File: src/rtl/bf16_op_scheduler_if.sv
// Requester and accelerator bundle for the bf16 op scheduler.
// master = environment side, slave = scheduler side.
interface bf16_op_scheduler_if #(
    parameter int NUM_REQ = 2
);
    logic [NUM_REQ-1:0]    req_valid;
    logic [NUM_REQ-1:0]    req_ready;
    logic [4*NUM_REQ-1:0]  req_operation;
    logic [16*NUM_REQ-1:0] req_operand_a;
    logic [16*NUM_REQ-1:0] req_operand_b;
    logic [16*NUM_REQ-1:0] req_operand_c;

    logic        acc_enable;
    logic [3:0]  acc_operation;
    logic [15:0] acc_operand_a;
    logic [15:0] acc_operand_b;
    logic [15:0] acc_operand_c;
    logic [15:0] acc_result;
    logic [3:0]  acc_fpcsr;
    logic        acc_valid;

    logic [NUM_REQ-1:0] rsp_valid;
    logic [15:0]        rsp_result;
    logic [3:0]         rsp_fpcsr;

    modport master (
        output req_valid, req_operation,
        output req_operand_a, req_operand_b, req_operand_c,
        output acc_result, acc_fpcsr, acc_valid,
        input  req_ready, acc_enable, acc_operation,
        input  acc_operand_a, acc_operand_b, acc_operand_c,
        input  rsp_valid, rsp_result, rsp_fpcsr
    );

    modport slave (
        input  req_valid, req_operation,
        input  req_operand_a, req_operand_b, req_operand_c,
        input  acc_result, acc_fpcsr, acc_valid,
        output req_ready, acc_enable, acc_operation,
        output acc_operand_a, acc_operand_b, acc_operand_c,
        output rsp_valid, rsp_result, rsp_fpcsr
    );
endinterface

File: src/rtl/bf16_op_scheduler.sv
// Round-robin sharing of one bf16 accelerator between NUM_REQ requesters,
// with an owner-tag FIFO routing in-order results back to their issuers.
module bf16_op_scheduler #(
    parameter int NUM_REQ         = 2,
    parameter int MAX_OUTSTANDING = 4
) (
    input  logic                 clk,
    input  logic                 reset_n,
    bf16_op_scheduler_if.slave   bus,
    input  logic                 flags_clear,
    output logic [3:0]           sticky_fpcsr,
    output logic                 spurious_err,
    output logic                 busy
);
    localparam int TW = (NUM_REQ > 2) ? $clog2(NUM_REQ) : 1;
    localparam int PW = (MAX_OUTSTANDING > 1) ? $clog2(MAX_OUTSTANDING) : 1;
    localparam int CW = PW + 1;
    localparam logic [CW-1:0] MAX_CNT = CW'(MAX_OUTSTANDING);
    localparam logic [TW-1:0] LAST    = TW'(NUM_REQ - 1);

    logic [TW-1:0]      rr_ptr;
    logic [TW-1:0]      gidx;
    logic [TW-1:0]      head;
    logic               found;
    logic [NUM_REQ-1:0] grant;
    logic [NUM_REQ-1:0] rsp_hot;
    logic [CW-1:0]      count;
    logic [CW-1:0]      count_nxt;
    logic [PW-1:0]      wr_ptr;
    logic [PW-1:0]      rd_ptr;
    logic [TW-1:0]      tag_mem [MAX_OUTSTANDING];
    logic               full;
    logic               accept;
    logic               complete;

    always_comb begin : arb
        int idx;
        found = 1'b0;
        gidx  = '0;
        grant = '0;
        idx   = 0;
        for (int k = 0; k < NUM_REQ; k++) begin
            idx = int'(rr_ptr) + k;
            if (idx >= NUM_REQ)
                idx = idx - NUM_REQ;
            if (!found && bus.req_valid[idx]) begin
                found = 1'b1;
                gidx  = TW'(idx);
            end
        end
        if (found)
            grant[gidx] = 1'b1;
    end

    // Full is judged on the registered count only, so a completion in the
    // same cycle cannot open a slot combinationally.
    assign full          = (count == MAX_CNT);
    assign bus.req_ready = full ? '0 : grant;
    assign accept        = |(bus.req_valid & bus.req_ready);
    assign complete      = bus.acc_valid && (count != '0);
    assign head          = tag_mem[rd_ptr];

    always_comb begin
        rsp_hot = '0;
        rsp_hot[head] = 1'b1;
    end

    always_comb begin
        count_nxt = count;
        if (accept && !complete)
            count_nxt = count + 1'b1;
        else if (!accept && complete)
            count_nxt = count - 1'b1;
    end

    always_ff @(posedge clk) begin
        if (accept)
            tag_mem[wr_ptr] <= gidx;
    end

    always_ff @(posedge clk or negedge reset_n) begin
        if (!reset_n) begin
            rr_ptr            <= '0;
            count             <= '0;
            wr_ptr            <= '0;
            rd_ptr            <= '0;
            busy              <= 1'b0;
            bus.acc_enable    <= 1'b0;
            bus.acc_operation <= '0;
            bus.acc_operand_a <= '0;
            bus.acc_operand_b <= '0;
            bus.acc_operand_c <= '0;
            bus.rsp_valid     <= '0;
            bus.rsp_result    <= '0;
            bus.rsp_fpcsr     <= '0;
            sticky_fpcsr      <= '0;
            spurious_err      <= 1'b0;
        end else begin
            count          <= count_nxt;
            busy           <= (count_nxt != '0);
            bus.acc_enable <= accept;
            if (accept) begin
                bus.acc_operation <= bus.req_operation[gidx*4 +: 4];
                bus.acc_operand_a <= bus.req_operand_a[gidx*16 +: 16];
                bus.acc_operand_b <= bus.req_operand_b[gidx*16 +: 16];
                bus.acc_operand_c <= bus.req_operand_c[gidx*16 +: 16];
                wr_ptr            <= wr_ptr + 1'b1;
                rr_ptr            <= (gidx == LAST) ? '0 : gidx + 1'b1;
            end
            bus.rsp_valid <= complete ? rsp_hot : '0;
            if (complete) begin
                bus.rsp_result <= bus.acc_result;
                bus.rsp_fpcsr  <= bus.acc_fpcsr;
                rd_ptr         <= rd_ptr + 1'b1;
            end
            if (bus.acc_valid && (count == '0))
                spurious_err <= 1'b1;
            sticky_fpcsr <= (flags_clear ? 4'h0 : sticky_fpcsr)
                          | (complete ? bus.acc_fpcsr : 4'h0);
        end
    end
endmodule

File: src/flat_wrapper.sv
// flat-port wrapper written by rule: the top's interface ports become plain ports
module bf16_op_scheduler_flat 
#(
    parameter int NUM_REQ         = 2,
    parameter int MAX_OUTSTANDING = 4
)
  (clk, reset_n, flags_clear, sticky_fpcsr, spurious_err, busy, bus_req_valid, bus_req_operation, bus_req_operand_a, bus_req_operand_b, bus_req_operand_c, bus_acc_result, bus_acc_fpcsr, bus_acc_valid, bus_req_ready, bus_acc_enable, bus_acc_operation, bus_acc_operand_a, bus_acc_operand_b, bus_acc_operand_c, bus_rsp_valid, bus_rsp_result, bus_rsp_fpcsr);
  bf16_op_scheduler_if #(.NUM_REQ(NUM_REQ)) bus_i ();
  input  logic clk;
  input  logic reset_n;
  input  logic flags_clear;
  output logic [3:0] sticky_fpcsr;
  output logic spurious_err;
  output logic busy;
  input wire logic [$bits(bus_i.req_valid)-1:0] bus_req_valid;
  input wire logic [$bits(bus_i.req_operation)-1:0] bus_req_operation;
  input wire logic [$bits(bus_i.req_operand_a)-1:0] bus_req_operand_a;
  input wire logic [$bits(bus_i.req_operand_b)-1:0] bus_req_operand_b;
  input wire logic [$bits(bus_i.req_operand_c)-1:0] bus_req_operand_c;
  input wire logic [$bits(bus_i.acc_result)-1:0] bus_acc_result;
  input wire logic [$bits(bus_i.acc_fpcsr)-1:0] bus_acc_fpcsr;
  input wire logic [$bits(bus_i.acc_valid)-1:0] bus_acc_valid;
  output wire logic [$bits(bus_i.req_ready)-1:0] bus_req_ready;
  output wire logic [$bits(bus_i.acc_enable)-1:0] bus_acc_enable;
  output wire logic [$bits(bus_i.acc_operation)-1:0] bus_acc_operation;
  output wire logic [$bits(bus_i.acc_operand_a)-1:0] bus_acc_operand_a;
  output wire logic [$bits(bus_i.acc_operand_b)-1:0] bus_acc_operand_b;
  output wire logic [$bits(bus_i.acc_operand_c)-1:0] bus_acc_operand_c;
  output wire logic [$bits(bus_i.rsp_valid)-1:0] bus_rsp_valid;
  output wire logic [$bits(bus_i.rsp_result)-1:0] bus_rsp_result;
  output wire logic [$bits(bus_i.rsp_fpcsr)-1:0] bus_rsp_fpcsr;
  assign bus_i.req_valid = bus_req_valid;
  assign bus_i.req_operation = bus_req_operation;
  assign bus_i.req_operand_a = bus_req_operand_a;
  assign bus_i.req_operand_b = bus_req_operand_b;
  assign bus_i.req_operand_c = bus_req_operand_c;
  assign bus_i.acc_result = bus_acc_result;
  assign bus_i.acc_fpcsr = bus_acc_fpcsr;
  assign bus_i.acc_valid = bus_acc_valid;
  assign bus_req_ready = bus_i.req_ready;
  assign bus_acc_enable = bus_i.acc_enable;
  assign bus_acc_operation = bus_i.acc_operation;
  assign bus_acc_operand_a = bus_i.acc_operand_a;
  assign bus_acc_operand_b = bus_i.acc_operand_b;
  assign bus_acc_operand_c = bus_i.acc_operand_c;
  assign bus_rsp_valid = bus_i.rsp_valid;
  assign bus_rsp_result = bus_i.rsp_result;
  assign bus_rsp_fpcsr = bus_i.rsp_fpcsr;
  bf16_op_scheduler #(.NUM_REQ(NUM_REQ), .MAX_OUTSTANDING(MAX_OUTSTANDING)) u_core (.clk(clk), .reset_n(reset_n), .bus(bus_i), .flags_clear(flags_clear), .sticky_fpcsr(sticky_fpcsr), .spurious_err(spurious_err), .busy(busy));
endmodule
File: config.mk
export PLATFORM = sky130hd
export DESIGN_NAME = bf16_op_scheduler_flat
export DESIGN_NICKNAME = d
export VERILOG_FILES = /design/src/rtl/bf16_op_scheduler_if.sv /design/src/rtl/bf16_op_scheduler.sv /design/src/flat_wrapper.sv
export SDC_FILE = /design/constraint.sdc
export NUM_CORES = 1
export LEC_CHECK = 0
export CORE_MARGIN = 3
export CORE_UTILIZATION = 44
export DETAILED_ROUTE_END_ITERATION = 10
export PLACE_DENSITY = 0.84
export SETUP_SLACK_MARGIN = 0.5
export SYNTH_ARGS = -nofsm -noshare
export SYNTH_HDL_FRONTEND = slang
export SYNTH_SLANG_ARGS = --single-unit
File: constraint.sdc
create_clock -name clk -period 2.85 [get_ports clk]
set_input_delay 0.7125 -clock clk [delete_from_list [all_inputs] [get_ports clk]]
set_output_delay 0.7125 -clock clk [all_outputs]
set_load 0.01 [all_outputs]
# == Yosys cells after proc, flatten, opt, wreduce, memory -nomap -nowiden ==
# Memory sizes are Yosys's and may differ from the RTL's.
# Index checks and enable logic that the tools add are counted.
# word_totals
n_memories,1
word_cells,79
output_inout_bits,83
ram_bits,4
ff_bits,89
input_bits,130
# memory_table
memory,depth,width,read_ports,rd_clocked_by_memory_dff,wr,line,text
u_core.tag_mem,4,1,1,0,1,bf16_op_scheduler.sv:31,logic [TW-1:0] tag_mem [MAX_OUTSTANDING];
# classes
muxes,26
add_sub_neg,8
magnitude_cmp,8
bitwise,2
eq_ne,1
reduce_logical,14
shifts,4
# ops
cell,count
$shiftx A32 B6 Y16,3
$lt A32 B3 Y1 const B,2
$mux W32,2
$ge A32 B3 Y1 const B,1
$sub A32 B3 Y32 const B,1
$mux W1,15
$mux W4,2
$shiftx A8 B4 Y4,1
$logic_and A1 B1 Y1,7
$mux W2,3
$mux W3,2
$reduce_bool A3 Y1,2
$add A2 B1 Y2 const B,2
$lt A1 B2 Y1 const B,2
$or A4 B4 Y4,1
$add A3 B1 Y3 const B,1
$eq A3 B3 Y1 const B,1
$logic_not A1 Y1,3
$logic_not A3 Y1,1
$sub A1 B2 Y3 const B,1
$sub A3 B1 Y3 const B,1
$add A1 B1 Y2 const B,1
$and A2 B2 Y2,1
$demux W1 S1,2
4 further kinds,5

# == Depth between registers and ports, before layout ==
# Gate-level depths: netlist of run 1.
# depth
word_depth,22
depth_mapped,9
depth_no_buf,6

# == Least setup slack after synthesis of run 1 ==
# Ideal clock, no wire load.
# synth_timing
path_type,input-to-output
start,input bus_req_valid[0]
end,output bus_req_ready[1]
arrival_ns,1.298
slack_ns,0.840
required_ns,2.138
path_buffers,2
path_stages,5
path_cell_list,inv_2 o21ai_2 buf_8 buf_12 a21oi_1
# synth_between
elab_chain_len,13
elab_cells_between_ends,19
classes_between,order compare: 2; mux: 14; reduce/logical: 3
# synth_lines
item,line,text
from (decl),flat_wrapper.sv:15,input wire logic [$bits(bus_i.req_valid)-1:0] bus_req_valid;
$mux W1 (not written as such) (3 in series),bf16_op_scheduler.sv:46,if (!found && bus.req_valid[idx]) begin
$mux W1,bf16_op_scheduler.sv:46,
$logic_not A1 Y1,bf16_op_scheduler.sv:46,
$logic_and A1 B1 Y1,bf16_op_scheduler.sv:46,
$mux W1,bf16_op_scheduler.sv:46,
$lt A1 B2 Y1 (not written as such) / $ge A1 B1 Y1 (equally long branches),bf16_op_scheduler.sv:52,grant[gidx] = 1'b1;
$logic_and A1 B1 Y1 (not written as such),bf16_op_scheduler.sv:52,
$mux W1 (not written as such),bf16_op_scheduler.sv:52,
$demux W1 S1,n/a,
$mux W2 *,bf16_op_scheduler.sv:51,if (found)
$mux W2 *,bf16_op_scheduler.sv:58,assign bus.req_ready = full ? '0 : grant;
to (decl),flat_wrapper.sv:23,output wire logic [$bits(bus_i.req_ready)-1:0] bus_req_ready;
# Every way passes the cells marked *; elsewhere a longest branch is shown, timed or not. The select of a mux whose other input is x is not followed.

# == Worst setup path in the final report of run 1 ==
# layout_timing
start,register u_core.count[1]
end,output bus_req_ready[1]
# layout_between
elab_chain_len,2
# layout_lines
item,line,text
from (decl),bf16_op_scheduler.sv:27,logic [CW-1:0] count;
from (signal assigned),bf16_op_scheduler.sv:99,count <= count_nxt;
$eq A3 B3 Y1,bf16_op_scheduler.sv:57,assign full = (count == MAX_CNT);
$mux W2,bf16_op_scheduler.sv:58,
# Every way passes these cells.

==> reports/results.md, run 1 <==
| Quantity | Value | Unit |
|:---|:---|:---|
| Average size of a mapped cell | 10.5 | um2 |
| Crit-path max FO | 6 | - |
| Worst Path Class, Setup | flip-flop to output pin | - |
| Worst-Margin Slew | 0.878 | ns |
| Leak | 3.01 | nW |
| Clock sinks | 93 | - |
| Post-detailed-route count of antenna-violating nets | 0 | - |
| Die outline area | 10900 | um2 |
| R2R Setup Slk | 0.98 | ns |
| Drt total wl | 11000 | um |
| Clock latency on the worst-skew pair | 0.34 | ns |
| Power density over the cells | 894 | nW/um2 |
| Number of hold violations in the final report | 0 | - |
| DP Area | 6420 | um2 |
| Final Skew | 0.0114 | ns |
| Final cell count without fillers | 748 | - |
| Crit path cell chain | inv_2, ha_4, buf_4, a21oi_1, clkbuf_2 | - |
| Drc violations | 0 | - |
| Launching point of the worst reg2reg path | u_core.rr_ptr | - |
| Initial Util | 0.455 | - |
| Hold bufs inserted after CTS | 0 | - |
| CP max stage delay | 0.40 | ns |
| WP data required | 2.14 | ns |
| Netlist Area Pre-Place | 4250 | um2 |
| Gpl congestion | 0.831 | - |
| Number of antenna violations at the first check in global routing | 0 | - |
| Wire length per cell after detailed routing | 14.7 | um |
| Buffer levels on the longest clock path | 2 | - |
| Buf/Inv on CP | 3 | - |
| Number of inserted diodes | 0 | - |
| Commonest register cell after synthesis | dfrtp_1 | - |
| Hold WS | 0.378 | ns |
| Total length of routed met3 wires | 857 | um |
| Highest routing layer actually used | met4 | - |
| Net count after synthesis | 542 | - |
| DR WL met2 | 5650 | um |
| Vertical die dimension | 104 | um |
| Final global-route overflow total | 0 | - |
| Final nets | 751 | - |
| Wire length of the first global-routing pass | 18300 | um |
| Relative slew margins | 0.415 | - |
| Number of pins with negative max-slew slack in the final report | 0 | - |
| Yosys cell types | 33 | - |
| # fillers | 727 | - |
| Final worst path period share | 0.766 | - |
| Routed vias/inst | 4.82 | - |
| Worst path slowest cell | dfrtp_1 | - |
| Overall global routing resource usage | 0.207 | - |
| Type of the tightest min-delay check | input pin to asynchronous set/reset pin | - |
| Sum of net half-perimeters after detailed placement | 8440 | um |
| Boundary Pins | 213 | - |
| Number of flops mapped to enable cells by yosys | 4 | - |
| Max Cap Viol | 0 | - |
| Summed area of non-filler cells in the final layout | 6630 | um2 |
| Fmax | 458 | MHz |
| Synthesized instance count | 405 | - |
| Number of instances in the placed design | 730 | - |
| Quantity of I/O buffers inserted on ports | 212 | - |
| RR Endpoint | u_core.bus.acc_operand_b[12] | - |
| Post-Route M1 WL | 4370 | um |
| Arrival time at the worst endpoint | 1.47 | ns |
| Floorplan die width | 104 | um |
| Worst setup SP type | flip-flop | - |
| Number of synthesis warnings | 0 | - |
| Worst-path clk slew | 0.09 | ns |
| RSZ-0062 raised after global routing | false | - |
| Clock period minus worst slack | 2.18 | ns |
| Share of async-settable or async-resettable flops after synthesis | 0.957 | - |
| Element type at the critical path end | output pin | - |
| Worst ir drop on vdd | 0.498 | mV |
| Family with the most delay on the worst path | flip-flops | - |
| CORE AREA | 9330 | um2 |
| Vias in the first global route | 3686 | - |
| Master cell of the clock root buffer | clkbuf_8 | - |
| Row count | 35 | - |
| Length in cells of the worst reg-to-reg path | 4 | - |
| Synth Register Bits | 93 | - |
| Final number of setup-violating endpoints | 0 | - |
| Share of final-layout standard cells stronger than drive strength 1 | 0.0582 | - |
| Final-layout setup total negative slack | 0 | ns |
| Pre-antenna DRT Iters | 4 | - |
| Sequential element share of the synthesized area | 0.553 | - |
| Largest net degree at the start of global routing | 94 | - |
| Number of H-tree levels | 3 | - |
| Status | completed | - |
| Via count | 3604 | - |
| Starting DRC count in detailed routing | 112 | - |
| Clock tree from TritonCTS | done | - |
| CTS Buf Count | 9 | - |
| Area Overhead vs Synth | 56.0 | % |
[cell usage after synthesis (all sizes together) (4+ instances only)]
library cell / number / area [um2]
nand2: 120 / 450
dfrtp: 89 / 2230
o21ai: 59 / 299
mux2i: 53 / 531
buf: 17 / 175
inv: 12 / 45.1
clkbuf: 7 / 26.3
ha: 7 / 87.6
xnor2: 6 / 52.6
a21oi: 5 / 25.0
and2: 5 / 31.3
nor2: 5 / 18.8
edfxtp: 4 / 120
[layer usage]
metal,global-route usage,up-vias
met5,0,-
met4,0.0627,0
met2,0.361,149
met3,0.0565,10
met1,0.249,1681
li1,-,1764
[worst max path at each step]
| stage | to | startpoint | slack, ns | cells past startpoint |
|---|---|---|---|---|
| floorplan | bus_req_ready[1] | bus_req_valid[0] | 0.84 | 5 |
| global placement | bus_req_ready[1] | bus_req_valid[1] | 0.14 | 4 |
| detailed placement | bus_req_ready[1] | bus_req_valid[1] | 0.09 | 4 |
| CTS | bus_req_ready[1] | u_core.count[1] | 0.49 | 5 |
| global route | bus_req_ready[1] | u_core.count[1] | 0.58 | 5 |
| finish | bus_req_ready[1] | u_core.count[1] | 0.67 | 5 |
[cell type report]
class / count / area, um2 / share of cell area
Inverter: 12 / 45.0 / 0.00680
Multi-Input combinational cell: 276 / 1670 / 0.252
Clock buffer: 13 / 149 / 0.0225
Sequential cell: 93 / 2350 / 0.354
Clock inverter: 3 / 43.8 / 0.00661
Tap cell: 129 / 161 / 0.0244
Timing Repair Buffer: 222 / 2210 / 0.333
[logic make-up after synthesis]
kind of cell / Yosys count / synth area share
compound gates: 73 / 0.0978
xor+xnor: 6 / 0.0124
fa+ha+maj: 7 / 0.0206
buf+inv: 36 / 0.0580
flops: 93 / 0.553
mux: 54 / 0.130
simple gates: 136 / 0.128
[worst reg2reg max path: stages, from the launching register on]
cell and delay [ns]:
dfrtp_1 0.46, o21ai_4 0.17, buf_4 0.70, mux2i_1 0.33
o21ai_1 0.08
[state kept, by name, indices dropped and copies added (netlist names)]
name                      cells
u_core.busy                   1
u_core.bus.acc_operand_c     16
u_core.bus.acc_operation      4
u_core.tag_mem                4
u_core.count                  3
u_core.bus.rsp_fpcsr          4
u_core.bus.rsp_valid          2
u_core.bus.acc_operand_b     16
u_core.bus.rsp_result        16
u_core.rr_ptr                 1
u_core.bus.acc_enable         1
u_core.spurious_err           1
u_core.bus.acc_operand_a     16
u_core.rd_ptr                 2
u_core.sticky_fpcsr           4
u_core.wr_ptr                 2
[layout by cell type (no fill, tap or decap), types with 3 or more instances in the layout]
| cell type | instances |
|---|---|
| clkdlybuf4s50_1 | 207 |
| nand2_1 | 120 |
| dfrtp_1 | 89 |
| mux2i_1 | 53 |
| o21ai_1 | 48 |
| o21ai_0 | 10 |
| clkbuf_8 | 10 |
| buf_4 | 9 |
| inv_1 | 8 |
| xnor2_1 | 6 |
| ha_1 | 6 |
| a21oi_1 | 5 |
| nor2_1 | 5 |
| inv_2 | 4 |
| and2_1 | 4 |
| edfxtp_1 | 4 |
| clkbuf_1 | 3 |
[repair_timing]
action | in CTS | in global routing
gates cloned | 0 | 0
endpoints found under the setup margin | 2 | 2
setup buffers | 2 | 0
pin swaps | 0 | 0
gates resized for setup | 6 | 6
[per-stage QoR]
step           setup WS, ns   util  power, W
2_1_floorplan         0.840      -   0.00358
6_report              0.667  0.710   0.00592
4_1_cts               0.495  0.711   0.00600
5_1_grt               0.584  0.710   0.00633
3_5_place_dp         0.0939  0.688   0.00506
3_3_place_gp          0.140  0.688   0.00494
[report_power, final]
part           switching, W  internal [W]
logic               0.00130       0.00154
registers          0.000327       0.00189
clock network      0.000434      0.000432
(Power assumes the default switching activity.)
==> run 2: changes to the inputs <==
--- a/config.mk
+++ b/config.mk
@@ -6,9 +6,9 @@
 export NUM_CORES = 1
 export LEC_CHECK = 0
 export CORE_MARGIN = 3
-export CORE_UTILIZATION = 44
+export CORE_UTILIZATION = 40
 export DETAILED_ROUTE_END_ITERATION = 10
-export PLACE_DENSITY = 0.84
+export PLACE_DENSITY = 0.77
 export SETUP_SLACK_MARGIN = 0.5
 export SYNTH_ARGS = -nofsm -noshare
 export SYNTH_HDL_FRONTEND = slang
==> constraint.sdc (replaced) <==
create_clock -name clk -period 2.3 [get_ports clk]
set_input_delay 0.575 -clock clk [delete_from_list [all_inputs] [get_ports clk]]
set_output_delay 0.575 -clock clk [all_outputs]
set_load 0.01 [all_outputs]
==> reports/results.md, run 2 (synthesis results as in run 1) <==
| Quantity | Value | Unit | Change |
|:---|:---|:---|:---|
| CTS Buf Count | 9 | - | unchanged |
| Share of final-layout standard cells stronger than drive strength 1 | 0.0991 | - | +0.0409 |
| CORE AREA | 10000 | um2 | +7.7% |
| Arrival time at the worst endpoint | 1.32 | ns | -0.15 ns |
| Element type at the critical path end | output pin | - |  |
| Largest net degree at the start of global routing | 50 | - | -47% |
| Worst setup SP type | flip-flop | - |  |
| Crit path cell chain | inv_2, ha_4, nand2_4, nand2_2, a21oi_2, buf_2 | - |  |
| Clock latency on the worst-skew pair | 0.36 | ns | +0.02 ns |
| Number of instances in the placed design | 740 | - | +1.4% |
| Status | completed | - |  |
| Vertical die dimension | 109 | um | +4.6% |
| Power density over the cells | 1050 | nW/um2 | +18% |
| Worst-Margin Slew | 0.493 | ns | -0.385 ns |
| Number of inserted diodes | 0 | - | unchanged |
| Starting DRC count in detailed routing | 87 | - | -22% |
| Relative slew margins | 0.671 | - | +0.256 |
| Launching point of the worst reg2reg path | u_core.count[0] | - |  |
| Crit-path max FO | 3 | - | -3 |
| Area Overhead vs Synth | 57.7 | % |  |
| RR Endpoint | u_core.rr_ptr | - |  |
| Drt total wl | 11200 | um | +2.1% |
| Number of H-tree levels | 3 | - | unchanged |
| Wire length of the first global-routing pass | 17400 | um | -4.8% |
| Master cell of the clock root buffer | clkbuf_8 | - |  |
| Final Skew | 0.00595 | ns | -0.00549 ns |
| Floorplan die width | 109 | um | +4.6% |
| WP data required | 1.73 | ns | -0.41 ns |
| Buf/Inv on CP | 2 | - | -1 |
| Worst-path clk slew | 0.09 | ns | about the same |
| Hold WS | 0.174 | ns | -0.203 ns |
| Post-detailed-route count of antenna-violating nets | 0 | - | unchanged |
| Clock tree from TritonCTS | done | - |  |
| Share of the core filled with cells | 0.667 | - | -0.0435 |
| Commonest non-fill, non-tap cell in the layout | clkdlybuf4s50_1 | - |  |
| Fmax | 529 | MHz |  |
| Power share of the combinational group | 0.473 | - | -0.007 |
| Row count | 36 | - | +2.9% |
| Number of pins with negative max-slew slack in the final report | 0 | - | unchanged |
| Family with the most delay on the worst path | flip-flops | - |  |
| Worst ir drop on vdd | 0.444 | mV | -11% |
| Final cell count without fillers | 769 | - | +2.8% |
| Worst Path Class, Setup | flip-flop to output pin | - |  |
| Clock share of power | 0.141 | - | -0.005 |
| Clock sinks | 93 | - | unchanged |
| Vias in the first global route | 3671 | - | -0.41% |
| Total power after layout | 0.00704 | W | +19% |
| Boundary Pins | 213 | - | unchanged |
| Number of hold violations in the final report | 0 | - | unchanged |
| Most used cells in the layout excluding fill and tap cells | clkdlybuf4s50_1 (126), nand2_1 (118), dfrtp_1 (88), dlygate4sd2_1 (82), mux2i_1 (53) | - |  |
| Final number of setup-violating endpoints | 0 | - | unchanged |
| Net switching power of the design | 0.00264 | W | +28% |
| Number of antenna violations at the first check in global routing | 0 | - | unchanged |
| # fillers | 839 | - | +15% |
| CP max stage delay | 0.37 | ns | -0.03 ns |
| Max Cap Viol | 0 | - | unchanged |
| R2R Setup Slk | 0.43 | ns | -0.55 ns |
| Drc violations | 0 | - | unchanged |
| Quantity of I/O buffers inserted on ports | 212 | - | unchanged |
| Routed vias/inst | 4.79 | - | -0.60% |
| Power share of the sequential group | 0.386 | - | +0.012 |
| Wire length per cell after detailed routing | 14.6 | um | -0.72% |
| Die outline area | 11900 | um2 | +9.4% |
| Clock period minus worst slack | 1.89 | ns |  |
| Internal Pwr Total | 0.00440 | W | +14% |
| Final global-route overflow total | 0 | - | unchanged |
| Via count | 3683 | - | +2.2% |
| Switch share | 0.375 | - | +0.0265 |
| Sum of net half-perimeters after detailed placement | 8560 | um | +1.4% |
| Leak | 3.25 | nW | +8.0% |
| Worst path slowest cell | dfrtp_1 | - |  |
| RSZ-0062 raised after global routing | true | - |  |
| Pre-antenna DRT Iters | 4 | - | unchanged |
| Buffer levels on the longest clock path | 2 | - | unchanged |
| Overall global routing resource usage | 0.187 | - | -0.0195 |
| Initial Util | 0.423 | - | -0.0325 |
| Type of the tightest min-delay check | input pin to asynchronous set/reset pin | - |  |
| Length in cells of the worst reg-to-reg path | 12 | - | +8 |
| Gpl congestion | 0.769 | - | -7.4% |
| Final worst path period share | 0.822 | - |  |
| Final nets | 768 | - | +2.3% |
## run 2: cell types whose count changed in the layout (fill, tap and decap cells not counted), sizes merged
| cell | before | now |
|---|---|---|
| clkdlybuf4s50 | 207 | 126 |
| clkinvlp | 1 | 3 |
| buf | 11 | 30 |
| dlygate4sd2 | 2 | 82 |
| clkinv | 0 | 2 |
| clkbuf | 15 | 10 |
| inv | 13 | 14 |
| bufinv | 1 | 0 |
## run 2: how the worst max path moves through the flow
stage	startpoint	endpoint	cells after the start
4_1_cts	u_core.count[1]	bus_req_ready[0]	6
6_report	u_core.count[1]	bus_req_ready[0]	6
2_1_floorplan	u_core.count[0]	bus_req_ready[0]	6
3_5_place_dp	bus_req_valid[1]	bus_req_ready[1]	4
3_3_place_gp	bus_req_valid[1]	bus_req_ready[1]	4
5_1_grt	u_core.count[1]	bus_req_ready[0]	6
## run 2: worst reg2reg max path: stages (launching register included)
cell and delay, ns:
dfrtp_1 0.39, inv_2 0.09, ha_4 0.18, nand2_4 0.06, buf_4 0.13, buf_4 0.12
buf_4 0.12, buf_4 0.12, buf_4 0.12, buf_4 0.12, buf_4 0.13, a21oi_2 0.11
a31oi_1 0.06
## run 2: routing by layer
metal / GRT usage / up-vias / part of all wire
met2: 0.321 / 153 / 0.49
li1: - / 1800 / -
met1: 0.214 / 1708 / 0.39
met5: 0 / - / 0
met4: 0.0875 / 0 / 0.025
met3: 0.0562 / 22 / 0.097
## run 2: layout make-up
| class | count | area [um2] | share of cell area |
|---|---|---|---|
| Sequential cell | 93 | 2350 | 0.351 |
| Timing Repair Buffer | 239 | 2270 | 0.339 |
| Multi-Input combinational cell | 276 | 1690 | 0.253 |
| Tap cell | 133 | 166 | 0.0248 |
| Clock buffer | 9 | 124 | 0.0185 |
| Clock inverter | 7 | 50.0 | 0.00747 |
| Inverter | 12 | 45.0 | 0.00672 |
## run 2: metrics by stage
| step | setup WS, ns | TNS (ns) | cell area (um2) |
|---|---|---|---|
| floorplan | 0.553 | 0 | 4250 |
| global placement | -0.147 | -0.293 | 6510 |
| detailed placement | -0.177 | -0.575 | 6510 |
| CTS | 0.390 | 0 | 6660 |
| global route | 0.328 | 0 | 6700 |
| finish | 0.410 | 0 | 6700 |
## run 2: timing repair
action,in CTS,in global routing
setup buffers,11,2
hold buffers,0,0
pin swaps,2,2
endpoints found under the setup margin,155,9
gates resized for setup,96,9
## run 2: power by group through the flow
stage	Sequential, W	Combinational (W)	Clock, W
5_1_grt	0.00281	0.00368	0.00108
3_3_place_gp	0.00273	0.00348	0
6_report	0.00272	0.00333	0.000993
2_1_floorplan	0.00303	0.00141	0
3_5_place_dp	0.00277	0.00357	0
4_1_cts	0.00271	0.00333	0.00103
